==> src/rtl/demux_stream_sched.sv <==
// N-way stream distributor with valid/ready handshakes.
// One input stream feeds N lanes, each with a 1-entry holding register.
// Addressed mode routes by in_dest. Round-robin mode load-balances and skips
// lanes that cannot take a word. Words sent to a nonexistent lane are
// swallowed and counted.
module demux_stream_sched #(
  parameter int WIDTH = 8,
  parameter int N     = 3,
  parameter int SELW  = 2,
  parameter int CNTW  = 8
) (
  input  logic                 clk,
  input  logic                 rst,
  input  logic                 in_valid,
  output logic                 in_ready,
  input  logic [WIDTH-1:0]     in_data,
  input  logic [SELW-1:0]      in_dest,
  input  logic                 in_mode,
  output logic [N-1:0]         out_valid,
  input  logic [N-1:0]         out_ready,
  output logic [N*WIDTH-1:0]   out_data,
  output logic                 err,
  output logic [CNTW-1:0]      drop_cnt
);

  localparam int PTRW = (N > 1) ? $clog2(N) : 1;

  logic [N-1:0]            lane_valid;
  logic [N-1:0][WIDTH-1:0] lane_data;
  logic [PTRW-1:0]         ptr;

  logic [N-1:0]    free;
  logic            dest_ok;
  logic            dest_free;
  logic            rr_found;
  logic [PTRW-1:0] rr_idx;
  logic [PTRW-1:0] ptr_next;
  logic            accept;
  logic            drop;
  logic [N-1:0]    load;

  // (base + k) mod N without a divider; k is always < N here.
  function automatic logic [PTRW-1:0] wrap_idx(input logic [PTRW-1:0] base, input int k);
    int j;
    j = int'(base) + k;
    if (j >= N) j = j - N;
    return PTRW'(j);
  endfunction

  // A lane can take a word if it is empty or is being drained this cycle.
  assign free = ~lane_valid | out_ready;

  // Addressed-mode decode; one-hot compare keeps the index in range for any SELW.
  always_comb begin
    dest_ok   = 1'b0;
    dest_free = 1'b0;
    for (int i = 0; i < N; i++) begin
      if (in_dest == SELW'(i)) begin
        dest_ok   = 1'b1;
        dest_free = free[i];
      end
    end
  end

  // Round-robin scan: first free lane starting at ptr, wrapping modulo N.
  always_comb begin
    rr_found = 1'b0;
    rr_idx   = '0;
    for (int k = 0; k < N; k++) begin
      if (!rr_found && free[wrap_idx(ptr, k)]) begin
        rr_found = 1'b1;
        rr_idx   = wrap_idx(ptr, k);
      end
    end
    ptr_next = wrap_idx(rr_idx, 1);
  end

  // Handshake and target selection; in_ready never looks at in_valid.
  always_comb begin
    if (rst)          in_ready = 1'b0;
    else if (in_mode) in_ready = rr_found;
    else              in_ready = dest_ok ? dest_free : 1'b1;
    accept = in_valid && in_ready;
    drop   = accept && !in_mode && !dest_ok;
    load   = '0;
    for (int i = 0; i < N; i++) begin
      if (accept && !drop) begin
        if (in_mode) load[i] = (rr_idx == PTRW'(i));
        else         load[i] = (in_dest == SELW'(i));
      end
    end
  end

  // Lane holding registers: refill wins over drain in the same cycle.
  always_ff @(posedge clk) begin
    if (rst) begin
      lane_valid <= '0;
      lane_data  <= '0;
    end else begin
      for (int i = 0; i < N; i++) begin
        if (load[i]) begin
          lane_valid[i] <= 1'b1;
          lane_data[i]  <= in_data;
        end else if (out_ready[i]) begin
          lane_valid[i] <= 1'b0;
        end
      end
    end
  end

  // Round-robin pointer only moves on a round-robin accept.
  always_ff @(posedge clk) begin
    if (rst)                   ptr <= '0;
    else if (accept && in_mode) ptr <= ptr_next;
  end

  // Drop reporting: one err pulse per dropped word, saturating counter.
  always_ff @(posedge clk) begin
    if (rst) begin
      err      <= 1'b0;
      drop_cnt <= '0;
    end else begin
      err <= drop;
      if (drop && drop_cnt != {CNTW{1'b1}}) drop_cnt <= drop_cnt + CNTW'(1);
    end
  end

  assign out_valid = lane_valid;
  assign out_data  = lane_data;

endmodule

==> config.mk <==
export PLATFORM = sky130hd
export DESIGN_NAME = demux_stream_sched
export DESIGN_NICKNAME = d
export VERILOG_FILES = /design/src/rtl/demux_stream_sched.sv
export SDC_FILE = /design/constraint.sdc
export NUM_CORES = 1
export LEC_CHECK = 0
export ABC_AREA = 1
export CORE_UTILIZATION = 35
export CTS_CLUSTER_DIAMETER = 120
export DETAILED_ROUTE_END_ITERATION = 7
export SYNTH_ARGS = -nofsm -noshare
export SYNTH_HDL_FRONTEND = slang
export SYNTH_SLANG_ARGS = --single-unit
==> constraint.sdc <==
create_clock -name clk -period 3.1 [get_ports clk]
set_input_delay 0.465 -clock clk [delete_from_list [all_inputs] [get_ports clk]]
set_output_delay 0.465 -clock clk [all_outputs]
set_load 0.05 [all_outputs]
# After elaboration in Yosys (flattened, before gate mapping)
# Cells that the tools add are included.
[totals]
ff_bits = 38
latch_bits = 0
ramBits = 0
rom_bits = 0
inputBits = 17
output_inout_bits = 37
wordCells = 86
n_memories = 0
[op_classes]
add_sub_neg = 8
multipliers = 0
div_mod_pow = 0
order_cmp = 7
eq_ne = 5
n_shift = 0
mux = 37
bitwise = 2
reduce_logical = 18
[ops]
columns = ["op", "n"]
rows = [
  ["$mux 1", 27],
  ["$mux 2", 7],
  ["$ge 3x2->1 const B", 3],
  ["$lt 2x3->1 const B", 3],
  ["$add 8x1->8 const B", 1],
  ["$logic_and 1x1->1", 8],
  ["$ne 8x8->1 const B", 1],
  ["$sub 2x2->2 const B", 4],
  ["$add 2x1->3 const B", 2],
  ["$bmux 1 s2", 3],
  ["$reduce_bool 2->1", 3],
  ["$logic_not 1->1", 5],
  ["$eq 2x1->1 const B", 2],
  ["$eq 2x2->1 const B", 2],
  ["$logic_not 2->1", 2],
  ["$add 2x2->3 const B", 1],
  ["$not 3->3", 1],
  ["$or 3x3->3", 1],
  ["$ge 2x2->1 const B", 1],
]

# Logic depth before layout (Yosys ltp)
# Gate-level depths: netlist (run 1).
[depth]
word_depth = 20
depth_mapped = 18
depth_no_buf = 18

# Least setup slack after synthesis (run 1)
# OpenSTA, ideal clock, no wires.
[synth_path]
path_type = "register to register"
start = "register ptr[0]"
end = "register lane_data, in the netlist out_data[10]"
setup_ns = 0.113
t_arrival_ns = 2.056
required_time_ns = 2.987
path_slack_ns = 0.931
stages_incl_launch_ff = 18
path_buffers = 0
synth_period_minus_slack_ns = 2.169
cell_sequence = "dfxtp_1 -> inv_1 -> ha_1 -> inv_2 -> nand3_1 -> nand3_1 -> nand2_1 -> nand4_1 -> o21ai_0 -> nor2_1 -> inv_1 -> ha_1 -> nand2_1 -> o31ai_2 -> nand2_4 -> clkinv_4 -> nor2_1 -> nor2_1"
[synth_via]
elab_chain_len = 19
word_cells_on_any_way = 37
classes_between = "add/sub (5); order compare (3); eq/ne (1); mux (19); reduce/logical (9)"
[synth_rtl]
columns = ["element", "line_no", "text"]
rows = [
  ["from (decl)", "30", "logic [PTRW-1:0] ptr;"],
  ["from (signal assigned)", "114", "else if (accept && in_mode) ptr <= ptr_next;"],
  ["parallel branches: the longest is 18 deep, another holds $add 2x1->3", "n/a", ""],
  ["$mux 1 *", "87", "if (accept && !drop) begin"],
  ["to (signal, indexed assignment)", "103", "lane_data[i] <= in_data;"],
  ["to (decl)", "29", "logic [N-1:0][WIDTH-1:0] lane_data;"],
]
# Mark *: on every way between the ends. The select of a mux whose other input is x is not followed.
# A chain may end at the register's enable or synchronous reset.

# Worst setup path in the final report (run 1)
[layout_path]
start = "register ptr[0]"
end = "register lane_data, in the netlist out_data[12]"
# Same word-level chain as after synthesis.

==> results of run 1 <==
-- routing by layer --
layer	wire, µm	vias to the layer above	track usage, %
met5	0	-	0
li1	-	1022	-
met2	2200	40	26.1
met1	2470	894	23.6
met3	179	4	3.68
met4	44	0	4.36
-- logic make-up (layout without fill, tap and decap cells) --
family / count (synthesis) / count (layout) / share of synthesized area (%)
DFF: 38 / 38 / 36.5
adders and majority gates: 6 / 6 / 3.60
and+or+nand+nor: 185 / 185 / 43.2
xor gates and xnor gates: 5 / 5 / 2.10
AOI/OAI and AO/OA: 17 / 17 / 4.44
buffers and inverters: 39 / 95 / 10.3
-- power breakdown --
group          total, mW  internal, mW  switching (mW)
Clock              0.510         0.323           0.187
Sequential         0.515         0.505          0.0103
Combinational      0.257        0.0878           0.170
Total               1.28         0.915           0.367
-- cell type report --
class	instances	share of cell area [%]
clock buffers	5	2.48
inverters	32	4.86
clock inverters	3	2.48
repair buffers	55	19.5
well taps	72	3.24
flip-flops and latches	38	27.4
multi-input cells	213	40.0
-- worst paths after layout --
check / end / slack (ps)
hold / removal: out_data[4] / 480
setup / recovery: out_data[12] / 670
hold reg to reg: out_data[4] / 480
setup reg to reg: out_data[12] / 670
-- metrics by stage --
step                util, %  std cells
finish                 49.3        418
global route           49.3        418
CTS                    49.3        418
detailed placement     46.8        410
global placement       46.8        410
floorplan                 -        290
-- registers in the layout, summed over array words and instances (netlist names) --
register   cells
out_data      24
drop_cnt       8
out_valid      3
ptr            2
err            1
-- critical path, stage by stage (launching register included) --
cell      delay, ps
dfxtp_1         330
inv_1            60
ha_1            330
inv_2           110
nand3_1          80
nand3_1          70
nand2_1          90
nand4_1         100
o21ai_0          90
nor2_1          190
inv_1            70
ha_1            230
nand2_1          80
o31ai_2         170
nand2_4         140
clkinv_4         80
nor2_1           90
nor2_1           40
-- placed cells by master (no fill, tap or decap), types with 2 or more instances in the layout --
| master | Yosys | routed |
|---|---|---|
| xor2_1 | 5 | 5 |
| nand2_4 | 5 | 5 |
| ha_1 | 6 | 6 |
| inv_1 | 23 | 23 |
| inv_2 | 4 | 4 |
| dfxtp_1 | 38 | 38 |
| nand2_1 | 51 | 51 |
| nor2_4 | 4 | 4 |
| clkinv_4 | 1 | 2 |
| nand3_2 | 3 | 3 |
| nand3_1 | 42 | 42 |
| clkbuf_8 | 0 | 5 |
| o21ai_0 | 7 | 7 |
| nor3_1 | 2 | 2 |
| clkinv_2 | 2 | 2 |
| a21oi_1 | 9 | 9 |
| nor2_1 | 68 | 68 |
| nand2_2 | 3 | 3 |
| buf_4 | 3 | 3 |
| clkdlybuf4s50_1 | 0 | 52 |
| bufinv_16 | 0 | 2 |
==> impl_metrics.py, run 1 <==
metrics = {
    "yosys": {
        "synth_top_cells_by_area": "dfxtp_1 (36%), nor2_1 (12%), nand3_1 (10%), nand2_1 (9.2%), inv_1 (4.1%)",
        "synthArstFlopShare_pct": 0,
        "postSynthNetCount": 313,
        "ys_types": 31,
        "synth_top_flop_cell": "dfxtp_1",
        "postSynthCellCount": 290,
        "yosys.cell_count.top_type": "nor2_1",
        "ys.warnings.count": 0,
        "synth_top_cell_area_share_pct": 36.5,
        "post_synth_most_frequent_cells": "nor2_1 (68), nand2_1 (51), nand3_1 (42)",
        "number_of_flops_mapped_to_enable_cells_by_yosys": 0,
        "avgSynthCellArea_um2": 7.20,
        "synth_largest_area_cell": "dfxtp_1",
        "synth_seq_area_share_pct": 36.5,
        "synth_area_mm2": 0.00209,
        "ys_seq_elements": 38,
    },
    "place": {
        "dp_area_mm2": 0.00264,
        "port_buffers": 53,
        "dp_slack_ps": 392,
        "finalWeightedCongestion": 0.849,
        "dp_hpwl_mm": 3.79,
    },
    "timing": {
        "timing.final.max_slew_violations": 0,
        "max_slew_margin_pct": 50.8,
        "whs_ps": 476,
        "final_period_util_pct": 78.4,
        "fin_skew_ps": 8.72,
        "finalHoldViolCount": 0,
        "setup_viol_count_final": 0,
        "timing.setup.tns_ps": 0,
        "maximum_operating_frequency_ghz": 0.411,
        "final.setup.worst_slack_ps": 670,
        "worst_slew_pin_tran_ps": 734,
        "final.min_clock_period_ps": 2430,
        "rsz0062_at_grt": "no",
    },
    "clock_tree": {
        "cts_max_path_buffers": 2,
        "tritoncts_num_sinks": 38,
        "depth_of_the_cts_h_tree": 2,
        "clock_latency_ps": 290,
        "cts_post_setup_buffers_inserted": 0,
        "numCtsBuffers": 5,
        "holdBufCountCts": 0,
        "clk_pin_slew_ps": 80,
        "cts.root.buffer_cell": "clkbuf_8",
        "number_of_gates_resized_after_cts": 0,
        "cts_tree": "built",
    },
    "global_route": {
        "grt_overflow": 0,
        "grt_pass1_wl_mm": 8.32,
        "largest_net_degree_at_the_start_of_global_routing": 28,
        "first_global_vias": 1825,
        "track_usage_pct": 16.9,
        "initial_antenna_violation_count": 0,
    },
    "critical_path": {
        "critPathMaxFanout": 9,
        "critPathLaunch": "ptr[0]",
        "cp.required_ps": 3300,
        "timing.critical_path.from_type": "flop",
        "reg2reg_depth": 17,
        "r2r_start": "ptr[0]",
        "critical_setup_path_kind": "reg -> reg",
        "critical_path_at_ps": 2630,
        "end_kind": "flop",
    },
    "route": {
        "drt-wirelength-per-cell_um": 11.7,
        "drt_iter0_markers": 103,
        "firstDrtPassIters": 4,
        "route.detailed.drc": 0,
        "route.vias.total": 1960,
        "vias_per_cell": 4.69,
        "drt_wl_total_mm": 4.90,
        "final_ant_viol_nets": 0,
    },
    "die": {
        "design.die.area_mm2": 0.00628,
        "initial_util_pct": 37.0,
        "floorplan.die.height_um": 79.2,
        "num_rows": 27,
        "boundaryPins": 54,
        "fp.dieW_um": 79.2,
        "core_area_mm2": 0.00564,
    },
    "layout": {
        "insertedDiodeCount": 0,
        "flow.area_growth_from_synthesis_pct": 33.2,
        "multi_input_area_mm2": 0.00111,
        "post_route_cells_drive_above_1_share_pct": 11.8,
        "n_fill_cell": 583,
        "final-seq-area_um2": 761,
        "stdcell_area_mm2": 0.00278,
        "net_count_final": 368,
    },
    "power_and_ir_drop": {
        "ir_worst_vdd_mv": 0.247,
        "power_per_cell_area_mw_per_mm2": 461,
        "p_leak_nw": 1.23,
        "totalPowerFinal_mw": 1.28,
    },
    "worst_hold_path": {
        "hold_start": "out_data[4]",
        "hold_path_depth": 2,
        "hold_class": "reg -> reg",
    },
    "outcome": {
        "run_status": "finished, final reports clean",
    },
    "flow_run": {
        "maxCapViolCount": 0,
    },
}
No activity file was read; power rests on OpenSTA's default activity.
==> inputs of run 2 (changes only) <==
==> constraint.sdc (replaced) <==
create_clock -name clk -period 2.3 [get_ports clk]
set_input_delay 0.345 -clock clk [delete_from_list [all_inputs] [get_ports clk]]
set_output_delay 0.345 -clock clk [all_outputs]
set_load 0.05 [all_outputs]
==> impl_metrics.py, run 2 (synthesized netlist as in run 1, its figures left out) <==
metrics = {
    "die": {
        "floorplan.die.height_um": 79.2,
        "boundaryPins": 54,
        "initial_util_pct": 37.0,
        "fp.dieW_um": 79.2,
        "core_area_mm2": 0.00564,
        "num_rows": 27,
        "design.die.area_mm2": 0.00628,
    },
    "critical_path": {
        "critical_setup_path_kind": "reg -> reg",
        "cp.required_ps": 2530,
        "timing.critical_path.from_type": "flop",
        "critical_path_at_ps": 2470,
        "critPathMaxFanout": 8,
        "end_kind": "flop",
    },
    "power_and_ir_drop": {
        "totalPowerFinal_mw": 1.70,
        "p_leak_nw": 1.35,
        "power_per_cell_area_mw_per_mm2": 557,
        "ir_worst_vdd_mv": 0.368,
    },
    "timing": {
        "max_slew_margin_pct": 61.1,
        "timing.final.max_slew_violations": 0,
        "maximum_operating_frequency_ghz": 0.446,
        "fin_skew_ps": 3.97,
        "setup_viol_count_final": 0,
        "whs_ps": 476,
        "final_period_util_pct": 97.6,
        "finalHoldViolCount": 0,
        "rsz0062_at_grt": "yes",
        "worst_slew_pin_tran_ps": 582,
        "final.min_clock_period_ps": 2240,
        "final.setup.worst_slack_ps": 56.2,
        "timing.setup.tns_ps": 0,
    },
    "layout": {
        "n_fill_cell": 540,
        "flow.area_growth_from_synthesis_pct": 46.0,
        "multi_input_area_mm2": 0.00126,
        "max_ffs_per_register": 24,
        "post_route_cells_drive_above_1_share_pct": 23.1,
        "leading_cell_types_in_the_layout_fill_and_taps_excluded": "nor2_1 (61), clkdlybuf4s50_1 (50), nand2_1 (46), nand3_1 (36), dfxtp_1 (36)",
        "final-seq-area_um2": 763,
        "mostFrequentLayoutCell": "nor2_1",
        "insertedDiodeCount": 0,
        "net_count_final": 383,
    },
    "global_route": {
        "grt_pass1_wl_mm": 8.06,
        "initial_antenna_violation_count": 0,
        "first_global_vias": 1795,
        "track_usage_pct": 16.5,
        "grt_overflow": 0,
        "largest_net_degree_at_the_start_of_global_routing": 28,
    },
    "route": {
        "firstDrtPassIters": 4,
        "final_ant_viol_nets": 0,
        "drt_wl_total_mm": 5.20,
        "drt_iter0_markers": 134,
        "route.vias.total": 2037,
        "vias_per_cell": 4.72,
        "drt-wirelength-per-cell_um": 12.0,
        "route.detailed.drc": 0,
    },
    "clock_tree": {
        "holdBufCountCts": 0,
        "cts_max_path_buffers": 2,
        "depth_of_the_cts_h_tree": 2,
        "numCtsBuffers": 5,
        "cts_tree": "built",
        "clk_pin_slew_ps": 70,
        "cts.root.buffer_cell": "clkbuf_8",
        "tritoncts_num_sinks": 38,
        "clock_latency_ps": 290,
    },
    "place": {
        "port_buffers": 53,
        "dp_slack_ps": -229,
        "finalWeightedCongestion": 0.769,
        "dp_hpwl_mm": 3.69,
    },
    "flow_run": {
        "maxCapViolCount": 0,
    },
    "worst_hold_path": {
        "hold_class": "reg -> reg",
    },
    "outcome": {
        "run_status": "finished, final reports clean",
    },
}
## run 2: cell types whose count changed in the layout (fill, tap and decap cells not counted), moves of 3 or more
cell     delta
nand3_2     +6
nand3_1     -6
ha_4        +3
buf_4      +11
nor2_2      +7
nor2_1      -7
nand2_4     +5
nand2_1     -5
ha_1        -5
inv_1       -3
inv_4       +3
## run 2: cell type report
cell class	instances	area share, %
inverter	32	4.68
tap	72	2.96
clock buffer	6	2.71
multi-input combinational	214	41.4
clock inverter	1	0.986
timing repair buffer	69	22.2
sequential	38	25.1
## run 2: through the flow
step,utilization (%),std cells,cell area [µm²]
floorplan,-,290,2090
global placement,48.4,420,2730
detailed placement,48.4,420,2730
CTS,50.8,428,2860
global route,54.0,432,3050
finish,54.0,432,3050
## run 2: final timing paths
| kind | to | from | slack, ps | cells past startpoint |
|---|---|---|---|---|
| worst min-delay path | out_data[20] | out_data[20] | 480 | 2 |
| worst max register to register | out_data[0] | ptr[0] | 60 | 18 |
| worst min register to register | out_data[20] | out_data[20] | 480 | 2 |
| worst max-delay path | out_data[0] | ptr[0] | 60 | 18 |
## run 2: what timing repair did
action                                  in CTS  in global routing
endpoints found under the hold margin        0                  0
setup buffers                                1                  3
cloned                                       0                  1
resized for setup                            3                 44
endpoints found under the setup margin      18                 28
pin swaps                                    1                 21
## run 2: report_power, final
part / leakage (nW) / internal [mW] / total, mW / switching, mW
clock: 0.0573 / 0.347 / 0.573 / 0.226
sequential: 0.309 / 0.681 / 0.696 / 0.0143
combinational: 0.981 / 0.168 / 0.429 / 0.261
total: 1.35 / 1.20 / 1.70 / 0.501
## run 2: layer usage
metal / part of all wire (%) / up-vias / wire length [µm] / global-route usage (%)
li1: - / 1051 / - / -
met3: 5.8 / 8 / 301 / 3.91
met4: 1.4 / 0 / 75 / 4.91
met2: 47 / 53 / 2440 / 26.6
met1: 46 / 925 / 2390 / 21.6
met5: 0 / - / 0 / 0
## run 2: critical path, cell delays in order (launching register included)
cell and delay (ps):
dfxtp_2 330, buf_4 120, ha_2 190, inv_2 80
nor2_1 50, nand2_2 70, nand3_2 100, nor2_4 110
nand2_1 70, nor2_1 150, nor2_2 90, buf_4 150
ha_4 160, nand2_4 70, nand2_4 70, buf_8 140
nand3_1 90, nand2_1 60, nor2_1 90
==> inputs of run 3 (changes only) <==
--- a/config.mk
+++ b/config.mk
@@ -6,6 +6,7 @@
 export NUM_CORES = 1
 export LEC_CHECK = 0
 export ABC_AREA = 1
+export CORE_MARGIN = 2
 export CORE_UTILIZATION = 35
 export CTS_CLUSTER_DIAMETER = 120
 export DETAILED_ROUTE_END_ITERATION = 7
==> impl_metrics.py, run 3 (synthesized netlist as in run 1, its figures left out) <==
metrics = {
    "timing": {
        "setup_viol_count_final": 0,
        "fin_skew_ps": 4.78,
        "max_slew_margin_pct": 64.8,
        "timing.setup.tns_ps": 0,
        "final_period_util_pct": 97.0,
        "maximum_operating_frequency_ghz": 0.448,
        "final.setup.worst_slack_ps": 68.7,
        "rsz0062_at_grt": "yes",
        "timing.final.max_slew_violations": 0,
        "final.min_clock_period_ps": 2230,
        "finalHoldViolCount": 0,
        "worst_slew_pin_tran_ps": 527,
    },
    "route": {
        "route.vias.total": 2072,
        "route.detailed.drc": 0,
        "drt-wirelength-per-cell_um": 12.4,
        "vias_per_cell": 4.73,
        "drt_wl_total_mm": 5.43,
        "final_ant_viol_nets": 0,
        "drt_iter0_markers": 111,
        "firstDrtPassIters": 4,
    },
    "global_route": {
        "largest_net_degree_at_the_start_of_global_routing": 28,
        "grt_pass1_wl_mm": 8.61,
        "grt_overflow": 0,
        "track_usage_pct": 16.8,
        "first_global_vias": 1855,
        "initial_antenna_violation_count": 0,
    },
    "flow_run": {
        "maxCapViolCount": 0,
    },
    "power_and_ir_drop": {
        "power_per_cell_area_mw_per_mm2": 519,
        "netsw_mw": 0.507,
        "p_leak_nw": 1.33,
        "ir_worst_vdd_mv": 0.354,
        "power.switching_fraction_pct": 32.6,
        "pwr-share-seq_pct": 44.8,
        "totalPowerFinal_mw": 1.56,
        "power_report.internal_total_mw": 1.05,
        "pwr-share-comb_pct": 26.9,
        "power_frac_clock_pct": 28.4,
    },
    "die": {
        "design.die.area_mm2": 0.00660,
        "floorplan.die.height_um": 81.2,
        "fp.dieW_um": 81.2,
        "initial_util_pct": 35.7,
        "core_area_mm2": 0.00585,
        "boundaryPins": 54,
        "num_rows": 28,
    },
    "critical_path": {
        "cp_top_family": "simple AND/OR/NAND/NOR gates",
        "critical_setup_path_kind": "reg -> out",
        "crit_path_max_incr_delay_ps": 330,
        "cp.required_ps": 1960,
        "end_kind": "output port",
        "critical_path.n_buffers_inverters": 4,
        "crit_top_cell": "buf_4",
        "critical_path_at_ps": 1890,
        "critPathMaxFanout": 4,
        "critPathLaunch": "ptr[0]",
        "crit_slowest_cell": "dfxtp_2",
        "r2r_start": "ptr[0]",
        "timing.critical_path.from_type": "flop",
        "timing.critical_path.cells": "buf_4, ha_4, inv_2, nor2_2, nand2_2, nand3_2, nor2_4, buf_4, nand2_4, and2_2, buf_12",
    },
    "place": {
        "dp_hpwl_mm": 3.91,
        "dp_slack_ps": -222,
        "finalWeightedCongestion": 0.809,
        "port_buffers": 53,
    },
    "clock_tree": {
        "tritoncts_num_sinks": 38,
        "cts_max_path_buffers": 2,
        "numCtsBuffers": 5,
        "clock_latency_ps": 290,
        "clk_pin_slew_ps": 80,
        "depth_of_the_cts_h_tree": 2,
        "cts.root.buffer_cell": "clkbuf_8",
        "cts_tree": "built",
        "holdBufCountCts": 0,
    },
    "worst_hold_path": {
        "hold_class": "reg -> reg",
        "hold_start": "out_data[13]",
    },
    "layout": {
        "insertedDiodeCount": 0,
        "leading_cell_types_in_the_layout_fill_and_taps_excluded": "nor2_1 (64), clkdlybuf4s50_1 (50), nand2_1 (47), nand3_1 (39), dfxtp_1 (36)",
        "max_ffs_per_register": 24,
        "flow.area_growth_from_synthesis_pct": 43.5,
        "mostFrequentLayoutCell": "nor2_1",
        "post_route_cells_drive_above_1_share_pct": 21.8,
        "net_count_final": 386,
    },
    "outcome": {
        "run_status": "finished, final reports clean",
    },
}
==> run 3: routing by layer <==
metal,vias to the layer above,wire length [µm],track usage [%]
met5,-,0,0
met4,0,50,5.76
met3,5,210,3.11
met2,41,2530,26.6
met1,966,2640,23.1
li1,1060,-,-
==> run 3: path summary, 6_finish.rpt <==
check	slack (ps)	cells after the start	to
min reg2reg	480	2	out_data[13]
max	70	11	in_ready
min	480	2	out_data[13]
max reg2reg	140	17	out_data[19]
==> run 3: final cells by class <==
cell class                 count  area (µm²)
clock buffer                   5        68.8
timing repair buffer          72         696
clock inverter                 2        10.0
inverter                      32         143
sequential                    38         763
fill                         592        2860
tap                           75        93.8
multi-input combinational    214        1220
==> run 3: power by group through the flow <==
stage / clock, mW / sequential (mW) / combinational [mW]
floorplan: 0 / 0.781 / 0.175
global placement: 0 / 0.710 / 0.368
detailed placement: 0 / 0.709 / 0.370
CTS: 0.448 / 0.696 / 0.384
global route: 0.476 / 0.699 / 0.452
finish: 0.441 / 0.696 / 0.418
==> run 3: timing repair <==
action / in CTS / in global routing
cloned: 0 / 1
pin swaps: 1 / 20
resized for setup: 6 / 31
endpoints found under the setup margin: 17 / 28
setup buffers: 1 / 3
==> run 3: stage by stage <==
step                      instances  cell area, µm²  hold WS (ps)  utilization [%]
after floorplan                 290            2090           513                -
after global placement          426            2760           453             47.1
after detailed placement        426            2760           465             47.1
after CTS                       434            2870           483             49.0
after global routing            438            3000           504             51.2
final                           438            3000           479             51.2
==> run 3: worst min-delay path: stages, from the launching register on <==
cell and delay, ps:
dfxtp_1 330, nor2_1 50, nor2_1 60
